--- src/rtl/opb_reg_pkg.sv ---
// Shared types and helpers for the OPB register bank.
// Build option: OPB_REG_BANK_SHADOW_EN selects shadowed writes with a commit word.
package opb_reg_pkg;

  localparam int OPB_BE_W = 4;

  typedef enum logic [1:0] {
    IDLE,
    ACK,
    HOLD
  } state_e;

  // OPB numbers bits MSB-first; registers are LSB-first.
  function automatic logic [31:0] opb2reg(
    input logic [0:31] d
  );
    logic [31:0] r;
    for (int i = 0; i < 32; i++) begin
      r[31-i] = d[i];
    end
    return r;
  endfunction

  // BE[0] covers DBus[0:7], i.e. register byte 3.
  function automatic logic [OPB_BE_W-1:0] be2lane(
    input logic [0:OPB_BE_W-1] be
  );
    logic [OPB_BE_W-1:0] l;
    for (int i = 0; i < OPB_BE_W; i++) begin
      l[OPB_BE_W-1-i] = be[i];
    end
    return l;
  endfunction

  function automatic logic [31:0] merge_bytes(
    input logic [31:0]         old_v,
    input logic [31:0]         new_v,
    input logic [OPB_BE_W-1:0] lane
  );
    logic [31:0] r;
    r = old_v;
    for (int j = 0; j < OPB_BE_W; j++) begin
      if (lane[j]) r[8*j+:8] = new_v[8*j+:8];
    end
    return r;
  endfunction

endpackage

--- src/rtl/opb_reg_cell.sv ---
// One writable 32-bit register with byte lanes and update strobe.
// Build option: OPB_REG_BANK_SHADOW_EN adds a shadow copy and dirty flag.
module opb_reg_cell
  import opb_reg_pkg::*;
#(
  parameter logic [31:0] RESET_VAL = '0
) (
  input  logic                clk_i,
  input  logic                rst_ni,
  input  logic                wr_i,
  input  logic                commit_i,
  input  logic [OPB_BE_W-1:0] be_i,
  input  logic [31:0]         wdata_i,
  output logic [31:0]         q_o,
  output logic [31:0]         rd_o,
  output logic                dirty_o,
  output logic                stb_o
);

  logic [31:0] q_q, q_d;
  logic        stb_q, stb_d;

`ifdef OPB_REG_BANK_SHADOW_EN
  logic [31:0] sh_q, sh_d;
  logic        dirty_q, dirty_d;

  always_comb begin
    q_d     = q_q;
    sh_d    = sh_q;
    dirty_d = dirty_q;
    stb_d   = 1'b0;
    if (wr_i && |be_i) begin
      sh_d    = merge_bytes(sh_q, wdata_i, be_i);
      dirty_d = 1'b1;
    end else if (commit_i && dirty_q) begin
      q_d     = sh_q;
      stb_d   = 1'b1;
      dirty_d = 1'b0;
    end
  end

  always_ff @(posedge clk_i or negedge rst_ni) begin
    if (!rst_ni) begin
      sh_q    <= RESET_VAL;
      dirty_q <= 1'b0;
    end else begin
      sh_q    <= sh_d;
      dirty_q <= dirty_d;
    end
  end

  assign rd_o    = sh_q;
  assign dirty_o = dirty_q;
`else
  logic unused_commit;
  assign unused_commit = commit_i;

  always_comb begin
    q_d   = q_q;
    stb_d = 1'b0;
    if (wr_i && |be_i) begin
      q_d   = merge_bytes(q_q, wdata_i, be_i);
      stb_d = 1'b1;
    end
  end

  assign rd_o    = q_q;
  assign dirty_o = 1'b0;
`endif

  always_ff @(posedge clk_i or negedge rst_ni) begin
    if (!rst_ni) begin
      q_q   <= RESET_VAL;
      stb_q <= 1'b0;
    end else begin
      q_q   <= q_d;
      stb_q <= stb_d;
    end
  end

  assign q_o   = q_q;
  assign stb_o = stb_q;

endmodule

--- src/rtl/opb_register_bank_ppc2simulink.sv ---
// OPB slave bank of software registers between PPC and user logic.
// Build option: OPB_REG_BANK_SHADOW_EN (shadowed writes, commit word at index C_NUM_REGS).
module opb_register_bank_ppc2simulink
  import opb_reg_pkg::*;
#(
  parameter logic [31:0] C_BASEADDR   = 32'h0100_4000,
  parameter logic [31:0] C_HIGHADDR   = 32'h0100_40FF,
  parameter int          C_OPB_AWIDTH = 32,
  parameter int          C_OPB_DWIDTH = 32,
  parameter int          C_NUM_REGS   = 4,
  parameter logic [31:0] C_RO_MASK    = 32'h0,
  parameter logic [31:0] C_RESET_VAL  = 32'h0
) (
  input  logic                         OPB_Clk,
  input  logic                         OPB_Rst_n,
  input  logic [0:C_OPB_AWIDTH-1]      OPB_ABus,
  input  logic [0:OPB_BE_W-1]          OPB_BE,
  input  logic [0:C_OPB_DWIDTH-1]      OPB_DBus,
  input  logic                         OPB_RNW,
  input  logic                         OPB_select,
  input  logic                         OPB_seqAddr,
  output logic [0:C_OPB_DWIDTH-1]      Sl_DBus,
  output logic                         Sl_xferAck,
  output logic                         Sl_errAck,
  output logic                         Sl_retry,
  output logic                         Sl_toutSup,
  output logic [C_NUM_REGS*32-1:0]     user_data_out,
  input  logic [C_NUM_REGS*32-1:0]     user_data_in,
  output logic [C_NUM_REGS-1:0]        user_wr_stb
);

  localparam logic [C_OPB_AWIDTH-1:0] BASE = C_BASEADDR[C_OPB_AWIDTH-1:0];
  localparam logic [C_OPB_AWIDTH-1:0] HIGH = C_HIGHADDR[C_OPB_AWIDTH-1:0];

  state_e                  state_q;
  logic                    ack_q, err_q, cmt_q;
  logic [31:0]             dbus_q, wd_q;
  logic [OPB_BE_W-1:0]     be_q;
  logic [C_NUM_REGS-1:0]   wsel_q;

  logic [C_OPB_AWIDTH-1:0] addr, idx;
  logic                    hit, is_reg, is_cmt, ro_c, err_c, cmt_c;
  logic [31:0]             word_c, rdata_c, dirty_ext;
  logic [C_NUM_REGS-1:0]   sel_c, wsel_c, dirty;
  logic [31:0]             rd_w [C_NUM_REGS];
  logic                    ack_st;
  logic                    unused_ok;

  assign unused_ok = ^{OPB_seqAddr, user_data_in};

  assign addr      = OPB_ABus;
  assign idx       = (addr - BASE) >> 2;
  assign hit       = OPB_select && addr >= BASE && addr <= HIGH;
  assign dirty_ext = 32'(dirty);
  assign ack_st    = state_q == ACK;

`ifdef OPB_REG_BANK_SHADOW_EN
  assign is_cmt = idx == C_OPB_AWIDTH'(C_NUM_REGS);
`else
  assign is_cmt = 1'b0;
`endif

  always_comb begin
    sel_c  = '0;
    ro_c   = 1'b0;
    word_c = '0;
    for (int k = 0; k < C_NUM_REGS; k++) begin
      if (idx == C_OPB_AWIDTH'(k)) begin
        sel_c[k] = 1'b1;
        ro_c     = C_RO_MASK[k];
        word_c   = rd_w[k];
      end
    end
    is_reg  = |sel_c;
    err_c   = is_reg ? (ro_c && !OPB_RNW) : !is_cmt;
    rdata_c = '0;
    if (OPB_RNW && !err_c) rdata_c = is_reg ? word_c : dirty_ext;
    wsel_c  = (!OPB_RNW && !err_c) ? sel_c : '0;
    cmt_c   = !OPB_RNW && is_cmt && |OPB_BE;
  end

  // Request is captured on the hit edge; the write lands at the end of ACK.
  always_ff @(posedge OPB_Clk or negedge OPB_Rst_n) begin
    if (!OPB_Rst_n) begin
      state_q <= IDLE;
      ack_q   <= 1'b0;
      err_q   <= 1'b0;
      dbus_q  <= '0;
      wsel_q  <= '0;
      cmt_q   <= 1'b0;
      be_q    <= '0;
      wd_q    <= '0;
    end else begin
      ack_q  <= 1'b0;
      err_q  <= 1'b0;
      dbus_q <= '0;
      wsel_q <= '0;
      cmt_q  <= 1'b0;
      unique case (state_q)
        IDLE: if (hit) begin
          state_q <= ACK;
          ack_q   <= 1'b1;
          err_q   <= err_c;
          dbus_q  <= rdata_c;
          wsel_q  <= wsel_c;
          cmt_q   <= cmt_c;
          be_q    <= be2lane(OPB_BE);
          wd_q    <= opb2reg(OPB_DBus);
        end
        ACK:     state_q <= OPB_select ? HOLD : IDLE;
        HOLD:    if (!OPB_select) state_q <= IDLE;
        default: state_q <= IDLE;
      endcase
    end
  end

  for (genvar k = 0; k < C_NUM_REGS; k++) begin : g_reg
    if (C_RO_MASK[k]) begin : g_ro
      assign user_data_out[32*k+:32] = '0;
      assign rd_w[k]                 = user_data_in[32*k+:32];
      assign dirty[k]                = 1'b0;
      assign user_wr_stb[k]          = 1'b0;
    end else begin : g_rw
      opb_reg_cell #(
        .RESET_VAL(C_RESET_VAL)
      ) u_cell (
        .clk_i   (OPB_Clk),
        .rst_ni  (OPB_Rst_n),
        .wr_i    (ack_st && wsel_q[k]),
        .commit_i(ack_st && cmt_q),
        .be_i    (be_q),
        .wdata_i (wd_q),
        .q_o     (user_data_out[32*k+:32]),
        .rd_o    (rd_w[k]),
        .dirty_o (dirty[k]),
        .stb_o   (user_wr_stb[k])
      );
    end
  end

  assign Sl_DBus    = dbus_q;
  assign Sl_xferAck = ack_q;
  assign Sl_errAck  = err_q;
  assign Sl_retry   = 1'b0;
  assign Sl_toutSup = 1'b0;

endmodule

--- config.mk ---
export PLATFORM = sky130hd
export DESIGN_NAME = opb_register_bank_ppc2simulink
export DESIGN_NICKNAME = d
export VERILOG_FILES = /design/src/rtl/opb_reg_pkg.sv /design/src/rtl/opb_reg_cell.sv /design/src/rtl/opb_register_bank_ppc2simulink.sv
export SDC_FILE = /design/constraint.sdc
export NUM_CORES = 1
export LEC_CHECK = 0
export BUFFER_PORTS_ARGS = -buffer_cell sky130_fd_sc_hd__buf_4
export CAP_MARGIN = 20
export CORE_AREA = 2 2 144 146
export DETAILED_ROUTE_END_ITERATION = 12
export DIE_AREA = 0 0 146 148
export PLACE_DENSITY = 0.73
export SYNTH_ARGS = -nofsm -noshare
export SYNTH_HDL_FRONTEND = slang
export SYNTH_SLANG_ARGS = --single-unit
export TNS_END_PERCENT = 1
--- constraint.sdc ---
create_clock -name OPB_Clk -period 2.1 [get_ports OPB_Clk]
set_input_delay 0.315 -clock OPB_Clk [delete_from_list [all_inputs] [get_ports OPB_Clk]]
set_output_delay 0.315 -clock OPB_Clk [all_outputs]
set_load 0.02 [all_outputs]
After elaboration in Yosys (flattened, before gate mapping)
Index checks and enable logic that the tools add are counted.
{"block": "word_totals", "ff_bits": 208, "elab_cells": 100}
{"block": "op_classes", "add_sub_neg": 1, "n_lt_le_gt_ge": 2, "eq_ne": 7, "mux": 28, "reduce_logical": 35}
{"cell": "32-bit two-way mux", "count": 8}
{"cell": "30-bit by 2-bit equality test with 1-bit output (second input constant)", "count": 2}
{"cell": "2-bit AND reduction", "count": 18}
{"cell": "32-bit by 25-bit >= comparator with 1-bit output (second input constant)", "count": 1}
{"cell": "32-bit by 25-bit <= comparator with 1-bit output (second input constant)", "count": 1}
{"cell": "32-bit zero test", "count": 1}
{"cell": "32-bit by 25-bit subtractor with 32-bit output (second input constant)", "count": 1}
{"cell": "30-bit by 1-bit equality test with 1-bit output (second input constant)", "count": 1}
{"cell": "1-bit two-way mux", "count": 13}
{"cell": "1-bit logical AND", "count": 12}
{"cell": "4-bit two-way mux", "count": 3}
{"cell": "4-bit OR reduction", "count": 2}
{"cell": "2-bit two-way mux", "count": 3}
{"cell": "2-bit one-hot mux with 3 select lines", "count": 1}
{"cell": "2-bit inequality test (second input constant)", "count": 2}
{"cell": "2-bit by 1-bit equality test with 1-bit output (second input constant)", "count": 1}
{"cell": "2-bit equality test (second input constant)", "count": 1}
{"cell": "2-bit zero test", "count": 1}
{"cell": "1-bit zero test", "count": 1}

Longest topological paths before layout
{"block": "depth", "word_depth": 10, "depth_mapped": 7, "depth_no_buf": 4}

Cells and area by module
From an unflattened synthesis, not the netlist that was laid out.
{"block": "unflattened", "cells_unflattened": 655, "area_unflattened_um2": 9555.4}
{"module": "opb_reg_cell", "n_inst": 4, "cells_per_inst": 105, "area_each_um2": 1482.7}
{"module": "opb_register_bank_ppc2simulink", "n_inst": 1, "cells_per_inst": 235, "area_each_um2": 3624.7}

Worst setup path after synthesis
OpenSTA, ideal clock, no wires.
{"block": "synth_path", "path_kind": "input-to-reg", "startpoint": "input OPB_ABus[10] (netlist name)", "endpoint": "register wd_q[10]", "arrival_ps": 1844, "required_ps": 1975, "path_slack_ps": 131, "stages": 6, "path_buffers": 2, "cell_sequence": "or4b_1 > nor3_2 > and4b_1 > buf_6 > buf_12 > mux2_4"}
{"block": "synth_via", "elab_chain_len": 4}
{"item": "from (decl)", "line": "opb_register_bank_ppc2simulink.sv:16", "text": "input logic [0:C_OPB_AWIDTH-1] OPB_ABus,"}
{"item": "32-bit by 25-bit >= comparator with 1-bit output", "line": "opb_register_bank_ppc2simulink.sv:53", "text": "assign hit = OPB_select && addr >= BASE && addr <= HIGH;"}
{"item": "1-bit logical AND", "line": "opb_register_bank_ppc2simulink.sv:53"}
{"item": "1-bit logical AND *", "line": "opb_register_bank_ppc2simulink.sv:53"}
{"item": "2-bit AND reduction (no source line) *"}
{"item": "to (signal assigned)", "line": "opb_register_bank_ppc2simulink.sv:108", "text": "wd_q <= opb2reg(OPB_DBus);"}
{"item": "to (decl)", "line": "opb_register_bank_ppc2simulink.sv:37", "text": "logic [31:0] dbus_q, wd_q;"}
Every way passes the cells marked *; elsewhere a longest branch is shown, timed or not.
A chain may end at the register's enable or synchronous reset.

Final worst setup path
{"block": "layout_path", "startpoint": "register state_q[1]", "endpoint": "register wd_q[0]"}
{"block": "layout_via", "elab_chain_len": 2}
{"item": "from (decl)", "line": "opb_register_bank_ppc2simulink.sv:35", "text": "state_e state_q;"}
{"item": "from (signal assigned)", "line": "opb_register_bank_ppc2simulink.sv:110", "text": "ACK: state_q <= OPB_select ? HOLD : IDLE;"}
{"item": "2-bit zero test", "line": "opb_register_bank_ppc2simulink.sv:99", "text": "unique case (state_q)"}
{"item": "2-bit AND reduction (no source line)"}
No other way between the ends.

==> impl_metrics.tcl <==
set metrics [dict create \
    gp_congestion 0.812 \
    cp_slowest_stage_delay_ps 550 \
    dieWidth_microns 146 \
    grtUsageTotal_pct 21.0 \
    root_buffer "clkbuf_16" \
    cp_slowest_cell "or4b_4" \
    ys_seq_area_share_pct 58.5 \
    ys_ff_latch 208 \
    power.density_nw_per_um2 690 \
    first_pass_iters 4 \
    clockBufferDepth 3 \
    drc_errors 0 \
    min_path_type "primary input to flop" \
    dieArea_sq_um 21600 \
    outcome "complete, no violations" \
    critPathMaxFanout 16 \
    wl_per_cell_microns 21.1 \
    clock-sinks 208 \
    crit_family "simple AND/OR/NAND/NOR gates" \
    hold_end "wd_q[22]" \
    grt_overflow_total 0 \
    grt_max_degree 58 \
    r2r-end "wd_q[0]" \
    holdCritStartpoint "OPB_DBus[9]" \
    synth.cell_area_sq_um 8900 \
    fmaxAchievable_mhz 487 \
    rsz0062_at_grt "false" \
    cts_tree "yes" \
    grt_pass1_vias 6290 \
    post_cts_buffers 0 \
    path_clk_slew_ps 60 \
    core_area_sq_um 20000 \
    setup.worst_path.end_class "flop" \
    area_growth_pct 33.3 \
    ff2ff_setup_slack_ps 50 \
    hpwlAfterDp_microns 15400 \
    fin_nets 987 \
    num_rows 52 \
    first_iter_violations 185 \
    worst_slew_pin_slew_ps 736 \
    n_antenna_cell 0 \
    post-route-util_pct 59.2 \
    grt_antenna_before_repair 0 \
    ys.warnings.count 0 \
    slew-limit-headroom_pct 50.5 \
    setup_violations 0 \
    vdd_drop_max_mv 0.437 \
    synth_cells 523 \
    num_vias 5616 \
    drtAntennaViolNets 0 \
    ios 369 \
    drive_gt1_share_pct 69.1 \
    critPathBufInv 1 \
    wl_microns 22500 \
    clk-insertion-delay-late_ps 500 \
    hold_depth 2 \
    cts_buffers 23 \
    synth_top_area_cell "dfrtp_1" \
    cp_cell_sequence "or4b_4, and4b_4, buf_12, mux2_2" \
    ys_types 33 \
    dp.cells 1030 \
    r2r-start "state_q[1]" \
    initial_core_util_pct 44.4 \
    post-route-min-period_ps 2050 \
    hold_viol 0 \
    fin_skew_ps 14.1 \
    required_ps 2480 \
    die_y_microns 148 \
    h-tree-depth 1 \
    routed_via_density 5.25 \
    min_period_over_period_pct 97.8 \
    drv_slew 0 \
    post_synth.cell_area_avg_sq_um 17.0 \
    netlist.area_leader.share_pct 58.5 \
    stdcell_count 1069 \
    portBuffers 235 \
    start_kind "flop" \
    maxCapViolations 0 \
    p_leak_nw 5.98 \
    reg2regPathDepth 4 \
    worstPathArrival_ps 2430 \
    grt_pass1_wl_microns 35600 \
    criticalPathCategory "flop to flop" \
    synth_area_leaders "dfrtp_1, mux2_2, mux4_2" \
]
[layout by cell type (no fill, tap or decap), types with 6 or more instances in the layout]
cell type	Yosys	layout
nand2_2	16	16
nor3b_2	32	32
mux2_4	30	30
buf_12	3	6
mux2_2	134	134
clkbuf_16	0	23
mux4_2	32	32
buf_4	6	257
clkbuf_8	0	7
dfrtp_1	208	208
[layout make-up]
| class | count | area, sq um |
|---|---|---|
| Fill cell | 1551 | 8180 |
| Sequential cell | 208 | 5200 |
| Multi-Input combinational cell | 285 | 3480 |
| Timing Repair Buffer | 267 | 2100 |
| Clock buffer | 34 | 677 |
| Tap cell | 270 | 338 |
| Clock inverter | 4 | 55.1 |
| Inverter | 1 | 3.75 |
[per-layer routing]
metal | up-vias | routed length [microns] | track usage, %
met1 | 2917 | 9400 | 27.1
met5 | - | 0 | 0
met2 | 208 | 11200 | 35.5
met3 | 38 | 1490 | 4.97
li1 | 2453 | - | -
met4 | 0 | 467 | 6.36
[metrics by stage]
step	total power, mW	setup slack (ps)	setup TNS, ps	area [sq um]	hold slack (ps)
finish	8.19	46.7	0	11900	36.0
global route	8.49	3.26	0	11900	25.3
CTS	8.29	-2.72	-3.49	11900	18.3
detailed placement	4.37	-138	-3650	11100	321
global placement	4.37	-123	-3070	11100	314
floorplan	4.15	131	0	8900	19.4
[synthesized netlist by cell type (all sizes together)]
cell / n
dfrtp: 208
mux2: 164
nor3b: 35
mux4: 32
buf: 20
nand2: 16
clkbuf: 10
nor4: 6
nor3: 5
nand3: 4
and3: 3
nand2b: 3
nor2: 3
or4: 3
or3: 2
or4b: 2
a21boi: 1
and4b: 1
conb: 1
inv: 1
nor4b: 1
o21a: 1
xor2: 1
[worst max-delay path by stage]
stage | start | cells after the start | slack, ps | endpoint
global route | state_q[1] | 4 | 3 | be_q[3]
CTS | state_q[1] | 4 | -3 | be_q[3]
floorplan | OPB_ABus[10] | 6 | 130 | wd_q[10]
finish | state_q[1] | 4 | 50 | wd_q[0]
global placement | OPB_ABus[20] | 6 | -120 | wd_q[9]
detailed placement | OPB_ABus[10] | 6 | -140 | wd_q[14]
[power by group]
part / internal, mW / total (mW) / switching [mW]
sequential: 4.01 / 4.01 / 0.00000156
combinational: 0.133 / 0.287 / 0.153
clock: 2.34 / 3.89 / 1.55
total: 6.48 / 8.19 / 1.70
[flip-flops by register name, summed over array words and instances, names as in the netlist]
name                 cells
Sl_DBus                 32
Sl_errAck                1
Sl_xferAck               1
be_q                     4
g.g_rw.u_cell.q_o      128
g.g_rw.u_cell.stb_o      4
state_q                  2
wd_q                    32
wsel_q                   4
[what timing repair did]
item | CTS | global route
endpoints found under the setup margin | 10 | 34
hold buffers | 1 | 0
resized for setup | 2 | 2
cloned | 0 | 0
pin swaps | 0 | 0
endpoints found under the hold margin | 51 | 0
[cells by family (layout without fill, tap and decap cells)]
| family | after synthesis | in the layout | share of synthesized area [%] |
|---|---|---|---|
| and+or+nand+nor | 84 | 84 | 8.54 |
| AOI/OAI and AO/OA | 2 | 2 | 0.169 |
| muxes | 196 | 196 | 30.1 |
| DFF | 208 | 208 | 58.5 |
| buffers and inverters | 31 | 306 | 2.53 |
| other | 1 | 2 | 0.0421 |
| xor gates and xnor gates | 1 | 1 | 0.0985 |
(Power assumes the default switching activity.)
